<file path="config.mk">
export PLATFORM = sky130hd
export DESIGN_NAME = pipe_stage_reg
export DESIGN_NICKNAME = d
export VERILOG_FILES = /design/src/rtl/pipe_stage_reg_pkg.sv /design/src/rtl/pipe_stage_reg_entry.sv /design/src/rtl/pipe_stage_reg.sv
export SDC_FILE = /design/constraint.sdc
export NUM_CORES = 1
export LEC_CHECK = 0
export ABC_CLOCK_PERIOD_IN_PS = 2280
export BUFFER_PORTS_ARGS = -buffer_cell sky130_fd_sc_hd__buf_2
export CAP_MARGIN = 0
export CORE_MARGIN = 2
export CORE_UTILIZATION = 25
export CTS_CLUSTER_SIZE = 28
export DETAILED_ROUTE_END_ITERATION = 7
export PLACE_DENSITY_LB_ADDON = 0.1
export SETUP_SLACK_MARGIN = 0.15
export SLEW_MARGIN = 20
export SYNTH_ARGS = -nofsm -noshare
export SYNTH_HDL_FRONTEND = slang
export SYNTH_SLANG_ARGS = --single-unit
</file>
<file path="constraint.sdc">
create_clock -name clk -period 2.28 [get_ports clk]
set_input_delay 0.114 -clock clk [delete_from_list [all_inputs] [get_ports clk]]
set_output_delay 0.114 -clock clk [all_outputs]
set_load 0.01 [all_outputs]
</file>
<file path="src/rtl/pipe_stage_reg_pkg.sv">
// Shared constants for the MIPS pipeline stage registers: the NOP control
// encoding, control-bit positions and per-stage payload widths.
package pipe_stage_reg_pkg;

  localparam int CTRL_W_DEF = 9;
  localparam logic [CTRL_W_DEF-1:0] NOP_CTRL = '0;

  // Bit positions inside the control vector carried between stages
  localparam int CTRL_JR       = 0;
  localparam int CTRL_JAL      = 1;
  localparam int CTRL_JUMP     = 2;
  localparam int CTRL_BEQ      = 3;
  localparam int CTRL_BNE      = 4;
  localparam int CTRL_MEMREAD  = 5;
  localparam int CTRL_MEMTOREG = 6;
  localparam int CTRL_MEMWRITE = 7;
  localparam int CTRL_REGWRITE = 8;

  localparam int IF_ID_DATA_W  = 64;
  localparam int ID_EX_DATA_W  = 138;
  localparam int EX_MEM_DATA_W = 102;
  localparam int MEM_WB_DATA_W = 69;

endpackage

</file>
<file path="src/rtl/pipe_stage_reg_entry.sv">
// One pipeline slot: payload, control vector and valid bit with load/clear.
// Clearing drops valid and zeroes control so an empty slot always reads as NOP.
module pipe_entry
  import pipe_stage_reg_pkg::*;
#(
  parameter int DATA_W = EX_MEM_DATA_W,
  parameter int CTRL_W = CTRL_W_DEF
) (
  input  logic              clk,
  input  logic              reset,
  input  logic              load_i,
  input  logic              clear_i,
  input  logic [DATA_W-1:0] data_i,
  input  logic [CTRL_W-1:0] ctrl_i,
  output logic              valid_o,
  output logic [DATA_W-1:0] data_o,
  output logic [CTRL_W-1:0] ctrl_o
);

  logic              valid_q;
  logic [DATA_W-1:0] data_q;
  logic [CTRL_W-1:0] ctrl_q;

  // Clear beats load so a flush can never let a beat slip through
  always_ff @(posedge clk or negedge reset) begin
    if (!reset) begin
      valid_q <= 1'b0;
      data_q  <= '0;
      ctrl_q  <= '0;
    end else if (clear_i) begin
      valid_q <= 1'b0;
      ctrl_q  <= '0;
    end else if (load_i) begin
      valid_q <= 1'b1;
      data_q  <= data_i;
      ctrl_q  <= ctrl_i;
    end
  end

  assign valid_o = valid_q;
  assign data_o  = data_q;
  assign ctrl_o  = ctrl_q;

endmodule

</file>
<file path="src/rtl/pipe_stage_reg.sv">
// Generic pipeline stage register with valid/ready handshake, stall, flush,
// optional skid entry and a saturating backpressure counter.
module pipe_stage_reg
  import pipe_stage_reg_pkg::*;
#(
  parameter int DATA_W = EX_MEM_DATA_W,
  parameter int CTRL_W = CTRL_W_DEF,
  parameter int SKID   = 1,
  parameter int CNT_W  = 16
) (
  input  logic              clk,
  input  logic              reset,
  input  logic              in_valid,
  output logic              in_ready,
  input  logic [DATA_W-1:0] in_data,
  input  logic [CTRL_W-1:0] in_ctrl,
  input  logic              stall,
  input  logic              flush,
  output logic              out_valid,
  input  logic              out_ready,
  output logic [DATA_W-1:0] out_data,
  output logic [CTRL_W-1:0] out_ctrl,
  output logic [CNT_W-1:0]  stall_cnt
);

  localparam logic [CNT_W-1:0] CNT_MAX = '1;

  logic              accept;
  logic              consume;
  logic              main_load;
  logic              main_clear;
  logic [DATA_W-1:0] main_data_d;
  logic [CTRL_W-1:0] main_ctrl_d;
  logic [CNT_W-1:0]  stall_cnt_q;
  logic [CNT_W-1:0]  stall_cnt_d;

  assign accept  = in_valid & in_ready;
  assign consume = out_valid & out_ready;

  pipe_entry #(.DATA_W(DATA_W), .CTRL_W(CTRL_W)) u_main (
    .clk     (clk),
    .reset   (reset),
    .load_i  (main_load),
    .clear_i (main_clear),
    .data_i  (main_data_d),
    .ctrl_i  (main_ctrl_d),
    .valid_o (out_valid),
    .data_o  (out_data),
    .ctrl_o  (out_ctrl)
  );

  generate
    if (SKID != 0) begin : g_skid
      logic              skid_valid;
      logic              skid_load;
      logic              skid_clear;
      logic [DATA_W-1:0] skid_data;
      logic [CTRL_W-1:0] skid_ctrl;

      pipe_entry #(.DATA_W(DATA_W), .CTRL_W(CTRL_W)) u_skid (
        .clk     (clk),
        .reset   (reset),
        .load_i  (skid_load),
        .clear_i (skid_clear),
        .data_i  (in_data),
        .ctrl_i  (in_ctrl),
        .valid_o (skid_valid),
        .data_o  (skid_data),
        .ctrl_o  (skid_ctrl)
      );

      // Ready depends only on skid occupancy, so upstream never sees a path from out_ready
      assign in_ready = !skid_valid && !stall;

      always_comb begin
        main_load   = 1'b0;
        main_clear  = 1'b0;
        main_data_d = in_data;
        main_ctrl_d = in_ctrl;
        skid_load   = 1'b0;
        skid_clear  = 1'b0;
        if (flush) begin
          main_clear = 1'b1;
          skid_clear = 1'b1;
        end else if (consume || !out_valid) begin
          if (skid_valid) begin
            main_load   = 1'b1;
            main_data_d = skid_data;
            main_ctrl_d = skid_ctrl;
            skid_clear  = 1'b1;
          end else if (accept) begin
            main_load = 1'b1;
          end else begin
            main_clear = 1'b1;
          end
        end else if (accept) begin
          skid_load = 1'b1;
        end
      end
    end else begin : g_noskid
      assign in_ready = (!out_valid || out_ready) && !stall;

      always_comb begin
        main_load   = 1'b0;
        main_clear  = 1'b0;
        main_data_d = in_data;
        main_ctrl_d = in_ctrl;
        if (flush) begin
          main_clear = 1'b1;
        end else if (accept) begin
          main_load = 1'b1;
        end else if (consume) begin
          main_clear = 1'b1;
        end
      end
    end
  endgenerate

  always_comb begin
    stall_cnt_d = stall_cnt_q;
    if (out_valid && !out_ready && (stall_cnt_q != CNT_MAX)) begin
      stall_cnt_d = stall_cnt_q + 1'b1;
    end
  end

  always_ff @(posedge clk or negedge reset) begin
    if (!reset) begin
      stall_cnt_q <= '0;
    end else begin
      stall_cnt_q <= stall_cnt_d;
    end
  end

  assign stall_cnt = stall_cnt_q;

endmodule

</file>
# [Word-level counts from Yosys, hierarchy flattened]
# Cells that the tools add are included.
[classes] n_lt_le_gt_ge=0 shift=0 div=0 reduce_logical=12 mul=0 muxes=27 add_sub_neg=1 bitwise_logic=4 n_eq_ne=1
[op_table] op="$mux W102" n=3
[op_table] op="$mux W9" n=7
[op_table] op="$mux W1" n=17
[op_table] op="$add A16 B1 Y16 const B" n=1
[op_table] op="$ne A16 B16 Y1 const B" n=1
[op_table] op="$logic_not A1 Y1" n=4
[op_table] op="$reduce_and A2 Y1" n=2
[op_table] op="$reduce_bool A2 Y1" n=2
[op_table] op="$logic_and A1 B1 Y1" n=3
[op_table] op="$and A1 B1 Y1" n=2
[op_table] op="$not A1 Y1" n=2
[op_table] op="$logic_or A1 B1 Y1" n=1
[totals] output_inout_bits=129 rom_bits=0 latch_bits=0 mem_count=0 ff_bits=240 ramBits=0 in_bits=117 wordCells=52

# [Logic depth before layout (Yosys ltp)]
# Gate-level depths: netlist of run 1.
[depth] depth_word=9 mapped_depth=8 mapped_depth_nobuf=5

# [Modules after synthesis]
# Synthesis of run 1 repeated with hierarchy kept, for this count alone.
[unflattened] hier_cells=700 area_unflattened_um2=10608.9
[by_module_without_submodules] mod="pipe_entry" area_per_inst_um2=4211.5 cells_per_inst=248 instances=2
[by_module_without_submodules] mod="pipe_stage_reg" area_per_inst_um2=2185.8 cells_per_inst=204 instances=1

# [Worst setup path before layout of run 1]
# OpenSTA, ideal clock, no wires.
[synth_path] path_type="flip-flop to flip-flop" start="register stall_cnt_q[0], in the netlist stall_cnt[0]" end="register stall_cnt_q[12], in the netlist stall_cnt[12]" slack_ns=0.455 setup_ns=0.125 arrival_ns=1.701 path_stages_with_launch=7 cell_sequence="dfrtp_1 ha_1 nand3_1 or2_2 clkbuf_1 nor3_1 mux2_2"
[synth_between] elab_chain_cells=2 elab_cells_between_ends=3 cone_classes="1 x add/sub; 1 x eq/ne; 1 x reduce/logical"
[synth_lines] item="start, declared" line_no="pipe_stage_reg.sv:34" text="logic [CNT_W-1:0] stall_cnt_q;"
[synth_lines] item="start signal, assigned" line_no="pipe_stage_reg.sv:130" text="stall_cnt_q <= stall_cnt_d;"
[synth_lines] item="parallel branches: the longest is 2 deep, another holds $add A16 B1 Y16"
# Several ways; the timed one is not identified.
# A chain may end at the register's enable or synchronous reset.

# [Worst setup path after layout of run 1]
[layout_path] start="register g_skid.u_skid.valid_q, in the netlist g_skid.u_skid.valid_o" end="register g_skid.u_skid.data_q[1], in the netlist g_skid.u_skid.data_o[1]"
[layout_between] elab_chain_cells=7 elab_cells_between_ends=11 cone_classes="6 x mux; 2 x bitwise; 3 x reduce/logical"
[layout_lines] item="start, declared" line_no="pipe_stage_reg_entry.sv:20" text="logic valid_q;"
[layout_lines] item="start signal, assigned" line_no="pipe_stage_reg_entry.sv:27" text="valid_q <= 1'b0;"
[layout_lines] item="start signal, assigned" line_no="pipe_stage_reg_entry.sv:31" text="valid_q <= 1'b0;"
[layout_lines] item="start signal, assigned" line_no="pipe_stage_reg_entry.sv:34" text="valid_q <= 1'b1;"
[layout_lines] item="$logic_not A1 Y1" line_no="pipe_stage_reg.sv:73" text="assign in_ready = !skid_valid && !stall;"
[layout_lines] item="$logic_and A1 B1 Y1" line_no="pipe_stage_reg.sv:73"
[layout_lines] item="$and A1 B1 Y1" line_no="pipe_stage_reg.sv:37" text="assign accept = in_valid & in_ready;"
[layout_lines] item="$mux W1" line_no="pipe_stage_reg.sv:96" text="end else if (accept) begin"
[layout_lines] item="$mux W1" line_no="pipe_stage_reg.sv:85" text="end else if (consume || !out_valid) begin"
[layout_lines] item="$mux W1" line_no="pipe_stage_reg.sv:82" text="if (flush) begin"
[layout_lines] item="$reduce_and A2 Y1 (no line) (*)"
[layout_lines] item="end signal, assigned" line_no="pipe_stage_reg_entry.sv:35" text="data_q <= data_i;"
[layout_lines] item="end, declared" line_no="pipe_stage_reg_entry.sv:21" text="logic [DATA_W-1:0] data_q;"
# Every way passes the cells marked *; elsewhere a longest branch is shown, timed or not.

==> results of run 1 <==
[power groups by stage]
stage	logic [mW]	clock network, mW	registers (mW)
after global routing	1.91	4.81	5.39
final	1.70	4.47	5.30
after global placement	1.56	0	5.37
after floorplan	0.593	0	5.48
after detailed placement	1.58	0	5.38
after CTS	1.74	4.66	5.31
[cell usage in the layout, fill, tap and decap left out, types with 2 or more instances in the layout]
master and count:
mux2_1 71, a22oi_1 2, nor4_1 3, nand2_1 116, dlygate4sd3_1 115, o21ai_0 109, dfrtp_1 240, nand4_1 5
nor3_1 10, buf_2 244, clkbuf_1 8, xor2_1 14, buf_4 17, buf_12 11, mux2i_1 109, nor2_1 5
clkbuf_16 29, nand3_1 7, mux2_2 33, a22o_1 9, clkbuf_8 9, nor3b_1 3
[cell usage after synthesis (all sizes together), types with 2 or more instances]
master / number
nand2: 116
clkbuf: 17
a22o: 9
nor2: 5
xor2: 14
nand3: 7
o21ai: 109
and2: 2
and3: 2
a22oi: 2
nor3: 11
nor4: 4
dfrtp: 240
mux2i: 109
mux2: 104
nand4: 5
buf: 35
nor3b: 3
[cell families (layout without fill, tap and decap cells)]
logic type / count (synthesis) / in the layout
flip-flops: 240 / 240
AND/OR/NAND/NOR: 160 / 160
XOR/XNOR: 14 / 14
adder cells (fa/ha/maj): 1 / 1
multiplexers: 213 / 213
buffers and inverters: 53 / 437
other: 0 / 1
AO/OA/AOI/OAI: 123 / 123
[sequential cells by signal (all words and copies together), names as in the netlist]
register,count
g_skid.u_skid.valid_o,1
u_main.ctrl_o,9
g_skid.u_skid.ctrl_o,9
u_main.valid_o,1
g_skid.u_skid.data_o,102
stall_cnt,16
u_main.data_o,102
[metrics by stage]
step / utilization [%] / worst slack (ps) / hold WS, ps / instances
after global placement: 30.27 / 285.6 / 119.4 / 1550
after CTS: 35.47 / 277.3 / 17.13 / 1713
after floorplan: - / 454.8 / -181.6 / 804
after detailed placement: 30.27 / 271.0 / 125.9 / 1550
final: 35.48 / 295.2 / 46.75 / 1714
after global routing: 35.47 / 207.4 / 76.25 / 1713
[worst max-delay path by stage]
stage                                      from                      end  depth (start not counted)
after global placement    g_skid.u_skid.valid_o  g_skid.u_skid.data_o[1]                          5
after floorplan                    stall_cnt[0]            stall_cnt[12]                          6
after global routing             u_main.valid_o        u_main.data_o[42]                          5
final                     g_skid.u_skid.valid_o  g_skid.u_skid.data_o[1]                          5
after CTS                 g_skid.u_skid.valid_o  g_skid.u_skid.data_o[1]                          5
after detailed placement  g_skid.u_skid.valid_o  g_skid.u_skid.data_o[1]                          5
[repair_timing]
action                                 CTS  global route
endpoints found under the hold margin  315             0
hold buffers                           115             0
buffers inserted                         0             0
[final cells by class]
type / instances / area, sq um
Fill cell: 4055 / 25640
Sequential cell: 240 / 6006
Multi-Input combinational cell: 511 / 3777
Timing Repair Buffer: 388 / 2735
Clock buffer: 46 / 879.6
Tap cell: 525 / 656.9
Clock inverter: 2 / 35.03
Inverter: 1 / 3.754
Antenna cell: 1 / 2.502
[layer usage]
| layer | vias up | track usage [%] |
|---|---|---|
| met3 | 51 | 2.752 |
| met5 | - | 0 |
| li1 | 3544 | - |
| met4 | 0 | 3.287 |
| met2 | 164 | 20.35 |
| met1 | 3549 | 17.41 |
[worst reg2reg max path: stages (launching register included)]
cell,delay [ps]
dfrtp_1,370
or3b_1,430
nor3_4,280
buf_12,220
buf_12,200
mux2_2,360
==> impl_results.md, run 1 <==
* Status: completed
* RR Startpoint: g_skid.u_skid.valid_o
* Flops & latches, synth at 240
* Pint at 8.484 mW
* Top Metal Used: met4
* Io pins at 246
* Final Hold Viols at 0
* Mapped cell area at 0.01005 sq mm
* Skew final at 6.527 ps
* All-Layer GR Usage at 12.71%
* TritonCTS clock tree: built
* Final Power at between 10 and 15 mW
* Final HPWL DP at 17,690 um
* Slowest CP cell: or3b_1
* Synth top area cells: dfrtp_1 (60%), mux2i_1 (11%), mux2_1 (8.0%), o21ai_0 (5.4%), nand2_1 (4.3%)
* Hold Path Class: in2reg
* Worst setup SP type: register
* Num CTS Buffers at 29
* Setup TNS at 0 ps
* Most frequent CP cell: buf_12
* Synthesized instance count at 804
* CTS clock-pin slew for the worst setup and hold paths at 60 ps
* Max-Cap Viols at 0
* Post-synthesis compound-gate area fraction at 6.611%
* RR Endpoint: g_skid.u_skid.data_o[1]
* H-Tree Depth at 1
* CTS Sinks at 240
* Combinational Power Share at 14.8%
* Nets at between 1,000 and 1,500
* Data arrival, critical path at around 2400 ps
* Fin crit period at roughly 2000 ps
* Period utilisation layout at 87.05%
* Drt pass-1 iters at 4
* WL met3 at 1334 um
* Yosys top cell by area: dfrtp_1
* Largest family of logic cells by synthesized area: multiplexers
* Root Driver: clkbuf_16
* Die area at ~0.042 sq mm
* Lkg Pwr at 6.707 nW
* Setup slack, reg-to-reg at 300 ps
* Cell family with most CP delay: simple AND/OR/NAND/NOR gates
* DR vias at roughly 7,300
* DRC viols at 0
* Power Dens Cells at 813.5 mW/mm^2
* WP data required at around 2700 ps
* NetSw at roughly 3.0 mW
* WP buf/inv at 2
* Avg WL per Cell at around 16 um
* Core area at 0.03973 sq mm
* Async SR Flop Fraction at 100.0%
* Row cnt at 73
* Grt ovf at 0
* Slew Limit Headroom at 56.12%
* Clock Path Buffers at 3
* First-pass GRT wire length at 42,280 um
* Primary FF master, synth: dfrtp_1
* Mapped Avg Cell Area at 12.50 sq um
* Kind of critical path: reg2reg
* Cell breakdown of the critical path: or3b_1 -> nor3_4 -> buf_12 -> buf_12 -> mux2_2
* Met1 wire length at 12,540 um
* Area growth syn-to-layout at 40.26%
* Fmax at 503.8 MHz
* Drt initial violations at 228
* Share of cells above drive strength 1 at 29.55%
* WHS Endpoint: g_skid.u_skid.valid_o
* Slew Viols, Final at 0
* Final instance area at 0.01410 sq mm
* Die Height at 204.5 um
* Die Wd at 204.5 um
* Syn Nets at slightly above 900
* Clock network power share at between 30% and 40%
* Initial antenna violation count at 1
* Syn. warnings at 0
* CP Max Fanout at 21
* Vias per inst at 4.264
* Post-Synth XOR/XNOR Area at roughly 1.2%
* Peak supply drop at 0.0005151 V
* DR WL met2 at 12,090 um
* Crit path capture type: register
* R2R depth at 5
* Vias in the first global route at 7,555
* Starting Density at 25.29%
* Synth Area in Adders at 0.1245%
* Post-synthesis sequential area ratio at around three fifths
* Hold depth at 4
* Routed Antenna Nets at 0
* Hold path start: in_valid
* Crit path largest cell delay at ~430 ps
* IO Port Bufs at 245
* Post-synthesis mux area share at between 20% and 30%
* # setup viols final at 0
* Worst slew pin tran at 653.2 ps
* Pin count of the biggest net entering global routing at 88
* Share of the synthesized area in the top cell type at roughly 60%
* Sw Share at a little over a quarter
* Fraction of the mapped netlist area in simple logic gates at under 10%
* RSZ-0062 raised after global routing: no
* Routability cong. at around 0.68
* Placed cell area at 0.01203 sq mm
* Worst-skew pair later-pin latency at 540 ps
* CTS-repair resized insts at 0
* Seq pwr share at a little under half
* EDFF count, synth at 0
* Final WL at 26,630 um
* Post-synthesis cell type count at 34
No activity file was read; power rests on OpenSTA's default activity.
==> run 2: changes to the inputs <==
--- a/config.mk
+++ b/config.mk
@@ -17,4 +17,5 @@
 export SLEW_MARGIN = 20
 export SYNTH_ARGS = -nofsm -noshare
 export SYNTH_HDL_FRONTEND = slang
+export SYNTH_HIERARCHICAL = 1
 export SYNTH_SLANG_ARGS = --single-unit
==> run 2 against run 1 <==
  * Combinational power decreased by 13%
  * Synthesized cell count decreased by 13%
  * Sequential share of layout area decreased by 1.9 points
  * Fmax increased by 2.6%
  * Cell area increased by 4.7%
  * Core utilization decreased by 0.29 points
  * Largest cell class unchanged
  * Sequential power decreased by 8.1%
  * Highest routed layer is now met5
==> impl_results.md, run 2 <==
* Crit path largest cell delay at 380 ps (-50 ps)
* Final WL at 27,860 um (+4.6%)
* Share of cells above drive strength 1 at 43.77% (+14 points)
* Starting Density at 25.29% (about the same)
* EDFF count, synth at 0 (unchanged)
* Worst setup path start: u_main/valid_o
* Fraction of the mapped netlist area in simple logic gates at 3.444% (-3.6 points)
* Io pins at 246 (unchanged)
* R2R depth at 6 (+1)
* Crit path capture type: register
* Power Dens Cells at 761.0 mW/mm^2 (-6.5%)
* Most numerous cell in the Yosys netlist: dfrtp_1
* Final Hold Viols at 0 (unchanged)
* H-Tree Depth at 1 (unchanged)
* Pin count of the biggest net entering global routing at 67 (-24%)
* Worst slew pin tran at 588.5 ps (-64.66 ps)
* Slew Viols, Final at 0 (unchanged)
* Largest family of logic cells by synthesized area: multiplexers
* Initial antenna violation count at 5 (+4)
* Lkg Pwr at 7.277 nW (+8.5%)
* Post-synthesis cell type count at 35 (+2.9%)
* Fmax at 517.1 MHz (+2.6%)
* CTS clock-pin slew for the worst setup and hold paths at 60 ps (about the same)
* IO Port Bufs at 245 (unchanged)
* Most common cell after layout, fill and taps aside: buf_2
* Clock Path Buffers at 3 (unchanged)
* Synthesized instance count at 700 (-13%)
* RR Endpoint: g_skid.u_skid/data_o[98]
* Share of the synthesized area in the top cell type at 56.61% (-3.2 points)
* WP data required at 2720 ps (about the same)
* Die Wd at 210 um (+2.7%)
* Status: completed
* Final cell count without fillers at 1,642 (-4.2%)
* Period utilisation layout at 84.81% (-2.2 points)
* Cells after DPL at 1,469 (-5.2%)
* Fin crit period at 1934 ps (-51.10 ps)
* Area growth syn-to-layout at 39.13%
* Peak supply drop at 0.0005006 V (-2.8%)
* Drt initial violations at 200 (-12%)
* Routed Antenna Nets at 0 (unchanged)
* All-Layer GR Usage at 12.49% (-0.22 points)
* Die area at 0.04410 sq mm (+5.5%)
* Setup slack, reg-to-reg at 350 ps (+50 ps)
* Vias per inst at 4.246 (-0.41%)
* Worst setup SP type: register
* CP Max Fanout at 27 (+29%)
* Post-synthesis sequential area ratio at 56.61% (-3.2 points)
* Die Height at 210 um (+2.7%)
* Mapped cell area at 0.01061 sq mm (+5.6%)
* Nets at 1,195 (-7.3%)
* Fill cells at 4,161 (+2.6%)
* Root Driver: clkbuf_16
* Avg WL per Cell at 16.96 um (+9.2%)
* Final HPWL DP at 17,290 um (-2.3%)
* Post-synthesis compound-gate area fraction at 0.2831% (-6.3 points)
* Row cnt at 75 (+2.7%)
* Cell breakdown of the critical path: nor2b_1 -> and4b_1 -> nor2b_4 -> buf_12 -> clkbuf_16 -> mux2_2
* RR Startpoint: u_main/valid_o
* Worst-skew pair later-pin latency at 560 ps (+20 ps)
* Vias in the first global route at 7,573 (+0.24%)
* Kind of critical path: reg2reg
* Slowest CP cell: dfrtp_1
* TritonCTS clock tree: built
* Slew Limit Headroom at 60.77% (+4.6 points)
* Hold Path Class: in2async
* Yosys top cell by area: dfrtp_1
* Grt ovf at 0 (unchanged)
* Synth top area cells: dfrtp_1 (57%), mux2_1 (17%), mux2_2 (16%), buf_6 (1.9%), mux2i_1 (1.7%)
* Syn. warnings at 6 (+6)
* Synth Area in Adders at 0.1179% (-0.0066 points)
* # setup viols final at 0 (unchanged)
* First-pass GRT wire length at 43,820 um (+3.6%)
* Num CTS Buffers at 30 (+3.4%)
* Mapped Avg Cell Area at 15.16 sq um (+21%)
* CTS-repair resized insts at 0 (unchanged)
* Max-Cap Viols at 0 (unchanged)
* Post-synthesis mux area share at 35.28% (+13 points)
* Core area at 0.04195 sq mm (+5.6%)
* Syn Nets at 818 (-11%)
* Commonest non-fill, non-tap cells in the layout: buf_2 (244), dfrtp_1 (240), mux2_1 (160)
* DRC viols at 0 (unchanged)
* Data arrival, critical path at 2370 ps (-40 ps)
* Primary FF master, synth: dfrtp_1
* CTS Sinks at 240 (unchanged)
* DR vias at 6,972 (-4.6%)
* RSZ-0062 raised after global routing: no
* Drt pass-1 iters at 4 (unchanged)
* Flops & latches, synth at 240 (unchanged)
* Post-Synth XOR/XNOR Area at 1.156% (-0.064 points)
* Async SR Flop Fraction at 100.0% (unchanged)
* Top cells by count, synth: dfrtp_1 (240), mux2_1 (160), mux2_2 (155), nor2_1 (28)
* Setup TNS at 0 ps (unchanged)
* Skew final at 8.265 ps (+1.738 ps)
* Routability cong. at 0.6872 (+0.82%)
run 2: per-stage QoR:
step / util, % / hold slack, ps / instance area (sq um) / total power, mW / worst slack (ps)
floorplan: - / -181.6 / 10610 / 5.510 / 343.1
global placement: 29.90 / 149.3 / 12540 / 6.287 / 311.1
detailed placement: 29.90 / 147.6 / 12540 / 6.298 / 297.2
CTS: 35.00 / 104.2 / 14680 / 11.50 / 266.7
global route: 35.18 / 153.4 / 14760 / 11.85 / 187.3
finish: 35.19 / 133.7 / 14760 / 11.23 / 346.3
run 2: per-layer routing:
metal	track usage, %	routed length (um)	vias up
met5	0	13	-
met4	3.057	460	2
met3	4.067	2063	38
met2	19.54	12220	169
met1	16.74	13100	3492
li1	-	-	3271
run 2: worst max-delay path by stage:
| stage | to | cells past startpoint |
|---|---|---|
| after detailed placement | g_skid.u_skid/data_o[97] | 5 |
| after CTS | g_skid.u_skid/data_o[12] | 5 |
| after global routing | g_skid.u_skid/data_o[43] | 6 |
| final | g_skid.u_skid/data_o[98] | 6 |
| after global placement | g_skid.u_skid/data_o[97] | 5 |
| after floorplan | u_main/data_o[19] | 7 |
run 2: area by class of cell:
cell class	count	area (sq um)	share of cell area, %
Tap cell	539	674.4	4.569
Inverter	2	7.507	0.05086
Antenna cell	4	10.01	0.06781
Multi-Input combinational cell	420	4295	29.10
Timing Repair Buffer	383	2750	18.63
Sequential cell	240	6006	40.69
Clock inverter	4	70.07	0.4747
Clock buffer	50	947.2	6.417
run 2: timing repair:
| action | CTS | global route |
|---|---|---|
| endpoints found under the setup margin | 0 | 13 |
| hold buffers | 112 | 0 |
| buffers inserted | 0 | 1 |
| hold endpoints to repair | 303 | 0 |
run 2: power breakdown:
group,switching (mW),internal (mW)
combinational,0.702,0.774
sequential,0.199,4.67
clock,1.87,3.02
total,2.77,8.46
run 2: worst max-delay path, delay by kind of cell, from the launching register on:
kind | cells | cell delay [ps]
multiplexers | 1 | 350
AND/OR/NAND/NOR | 3 | 690
buffers and inverters | 2 | 380
flip-flops | 1 | 380
run 2: kinds of logic after synthesis:
logic type                 after synthesis
muxes                                  334
DFF                                    240
and+or+nand+nor                         66
buffers and inverters                   40
xor gates and xnor gates                14
AOI/OAI and AO/OA                        5
adders and majority gates                1
==> run 3: changes to the inputs <==
--- a/config.mk
+++ b/config.mk
@@ -5,7 +5,7 @@
 export SDC_FILE = /design/constraint.sdc
 export NUM_CORES = 1
 export LEC_CHECK = 0
-export ABC_CLOCK_PERIOD_IN_PS = 2280
+export ABC_CLOCK_PERIOD_IN_PS = 1700
 export BUFFER_PORTS_ARGS = -buffer_cell sky130_fd_sc_hd__buf_2
 export CAP_MARGIN = 0
 export CORE_MARGIN = 2
==> constraint.sdc (replaced) <==
create_clock -name clk -period 1.7 [get_ports clk]
set_input_delay 0.085 -clock clk [delete_from_list [all_inputs] [get_ports clk]]
set_output_delay 0.085 -clock clk [all_outputs]
set_load 0.01 [all_outputs]
==> run 3 against run 2 <==
  * The flow now finishes with violations (negative setup slack)
  * Clock power increased by 34%
  * Cell area increased by 13%
  * Register-to-register slack got worse by 530 ps
  * Clock skew about the same
==> impl_results.md, run 3 (synthesis results as in run 2) <==
* Status: complete, but fails checks
* Failing checks: negative setup slack
* Final cell count without fillers at 1,726 (+5.1%)
* Fin crit period at 1888 ps (-45.89 ps)
* H-Tree Depth at 1 (unchanged)
* Final Hold Viols at 0 (unchanged)
* IO Port Bufs at 245 (unchanged)
* Slowest CP cell: dfrtp_2
* Lkg Pwr at 8.068 nW (+11%)
* Hold Path Class: in2async
* Grt ovf at 0 (unchanged)
* Peak supply drop at 0.0006515 V (+30%)
* Drt pass-1 iters at 4 (unchanged)
* Final core utilization at 39.87% (+4.7 points)
* Worst-skew pair later-pin latency at 560 ps (about the same)
* Row cnt at 75 (unchanged)
* Clock network power share at 42.5% (-1.0 points)
* Worst slew pin tran at 418.3 ps (-170.2 ps)
* Combinational Power Share at 14.8% (+1.7 points)
* Cell breakdown of the critical path: nand2b_4 -> buf_4 -> a21o_1 -> nor2b_4 -> buf_6 -> buf_12 -> clkbuf_16 -> mux2_1
* Die Height at 210 um (unchanged)
* DRC viols at 0 (unchanged)
* Fmax at 529.7 MHz (+2.4%)
* Fill cells at 3,965 (-4.7%)
* CTS Sinks at 240 (unchanged)
* Clock Path Buffers at 3 (unchanged)
* Vias per inst at 4.231 (-0.36%)
* Routability cong. at 0.7056 (+2.7%)
* Avg WL per Cell at 17.95 um (+5.8%)
* Most common cell after layout, fill and taps aside: buf_2
* # setup viols final at 212 (+212)
* Pre-CTS WS at -191.6 ps (-488.9 ps)
* Seq pwr share at 42.7% (-0.6 points)
* Crit path capture type: register
* Worst setup SP type: register
* Drt initial violations at 250 (+25%)
* Slew Limit Headroom at 72.11% (+11 points)
* Num CTS Buffers at 30 (unchanged)
* Cell family with most CP delay: buffers and inverters
* Initial antenna violation count at 5 (unchanged)
* First-pass GRT wire length at 46,910 um (+7.1%)
* CTS clock-pin slew for the worst setup and hold paths at 60 ps (about the same)
* Setup TNS at -25,930 ps (-25,930 ps)
* RSZ-0062 raised after global routing: yes
* Sw Share at 24.84% (+0.15 points)
* Kind of critical path: reg2reg
* Share of cells above drive strength 1 at 59.22% (+15 points)
* RR Startpoint: u_main/valid_o
* Area growth syn-to-layout at 57.64%
* Setup slack, reg-to-reg at -190 ps (-530 ps)
* Nets at 1,277 (+6.9%)
* Data arrival, critical path at 2320 ps (-50 ps)
* NetSw at 3.816 mW (+38%)
* Slew Viols, Final at 0 (unchanged)
* Final WL at 30,980 um (+11%)
* Die Wd at 210 um (unchanged)
* Skew final at 8.238 ps (-0.02742 ps)
* All-Layer GR Usage at 13.44% (+0.95 points)
* Pint at 11.55 mW (+36%)
* WHS at 42.06 ps (-91.66 ps)
* Commonest non-fill, non-tap cells in the layout: buf_2 (243), dfrtp_1 (237), mux2_4 (175)
* Core area at 0.04195 sq mm (unchanged)
* TritonCTS clock tree: built
* Max-Cap Viols at 0 (unchanged)
* DR vias at 7,302 (+4.7%)
* R2R depth at 8 (+2)
* Cells after DPL at 1,512 (+2.9%)
* Pin count of the biggest net entering global routing at 49 (-27%)
* Period utilisation layout at 111.0% (+26 points)
* RR Endpoint: u_main/data_o[27]
* WP buf/inv at 4 (+2)
* WP data required at 2140 ps (-580 ps)
* Routed Antenna Nets at 0 (unchanged)
* Final HPWL DP at 19,020 um (+10%)
* Crit path largest cell delay at 390 ps (about the same)
* Die area at 0.04410 sq mm (unchanged)
* Power Dens Cells at 918.6 mW/mm^2 (+21%)
* CP Max Fanout at 9 (-67%)
* Root Driver: clkbuf_16
* Vias in the first global route at 7,769 (+2.6%)
* Final Worst Setup Slack at -187.8 ps (-534.1 ps)
* Io pins at 246 (unchanged)
* Starting Density at 25.29% (unchanged)
==> run 3: cell count changes in the layout (fill, tap and decap cells not counted), moves of 5 or more <==
cell,before,now
clkbuf_16,33,38
buf_16,0,12
clkinv_2,2,7
buf_12,13,26
mux2_2,155,95
mux2_4,1,175
mux2_1,160,46
buf_6,0,11
buf_4,11,50
==> run 3: per-layer routing <==
layer	routed length (um)	up-vias	GRT usage [%]
met1	14920	3655	18.70
met4	519	0	2.641
li1	-	3442	-
met2	13730	167	20.90
met5	0	-	0
met3	1814	38	3.844
==> run 3: how the worst max path moves through the flow <==
stage | start | end | slack, ps | cells past startpoint
floorplan | u_main/valid_o | u_main/data_o[19] | -50 | 7
global placement | u_main/valid_o | u_main/data_o[38] | -160 | 7
detailed placement | u_main/valid_o | g_skid.u_skid/data_o[7] | -190 | 5
CTS | g_skid.u_skid/valid_o | g_skid.u_skid/data_o[94] | -180 | 6
global route | u_main/valid_o | u_main/data_o[35] | -280 | 7
finish | u_main/valid_o | u_main/data_o[27] | -190 | 8
==> run 3: power groups by stage <==
stage | Combinational, mW | Clock [mW] | Sequential, mW
floorplan | 0.582 | 0 | 6.85
finish | 2.28 | 6.53 | 6.56
detailed placement | 1.86 | 0 | 6.65
global placement | 1.85 | 0 | 6.64
global route | 2.46 | 7.04 | 6.62
CTS | 2.25 | 6.79 | 6.57
==> run 3: area by class of cell <==
cell class	count	area, sq um	share of cell area, %
antenna	5	12.51	0.07482
inverter	2	7.507	0.04489
clock inverter	10	102.6	0.6135
tap	539	674.4	4.033
clock buffer	45	918.4	5.492
timing repair buffer	465	3923	23.46
multi-input combinational	420	5076	30.35
sequential	240	6010	35.93
==> run 3: repair_timing <==
| item | in CTS | in global routing |
|---|---|---|
| buffers inserted | 10 | 16 |
| resized for setup | 88 | 60 |
| gates cloned | 8 | 8 |
| endpoints found under the setup margin | 225 | 230 |
| hold endpoints to repair | 462 | 0 |
| pin swaps | 1 | 10 |
| hold buffers | 112 | 0 |
==> run 3: through the flow <==
stage          power (mW)  instance area, sq um
6_report            15.36                 16720
3_3_place_gp        8.495                 13330
5_1_grt             16.13                 16720
3_5_place_dp        8.512                 13330
4_1_cts             15.61                 16110
2_1_floorplan       7.431                 11050
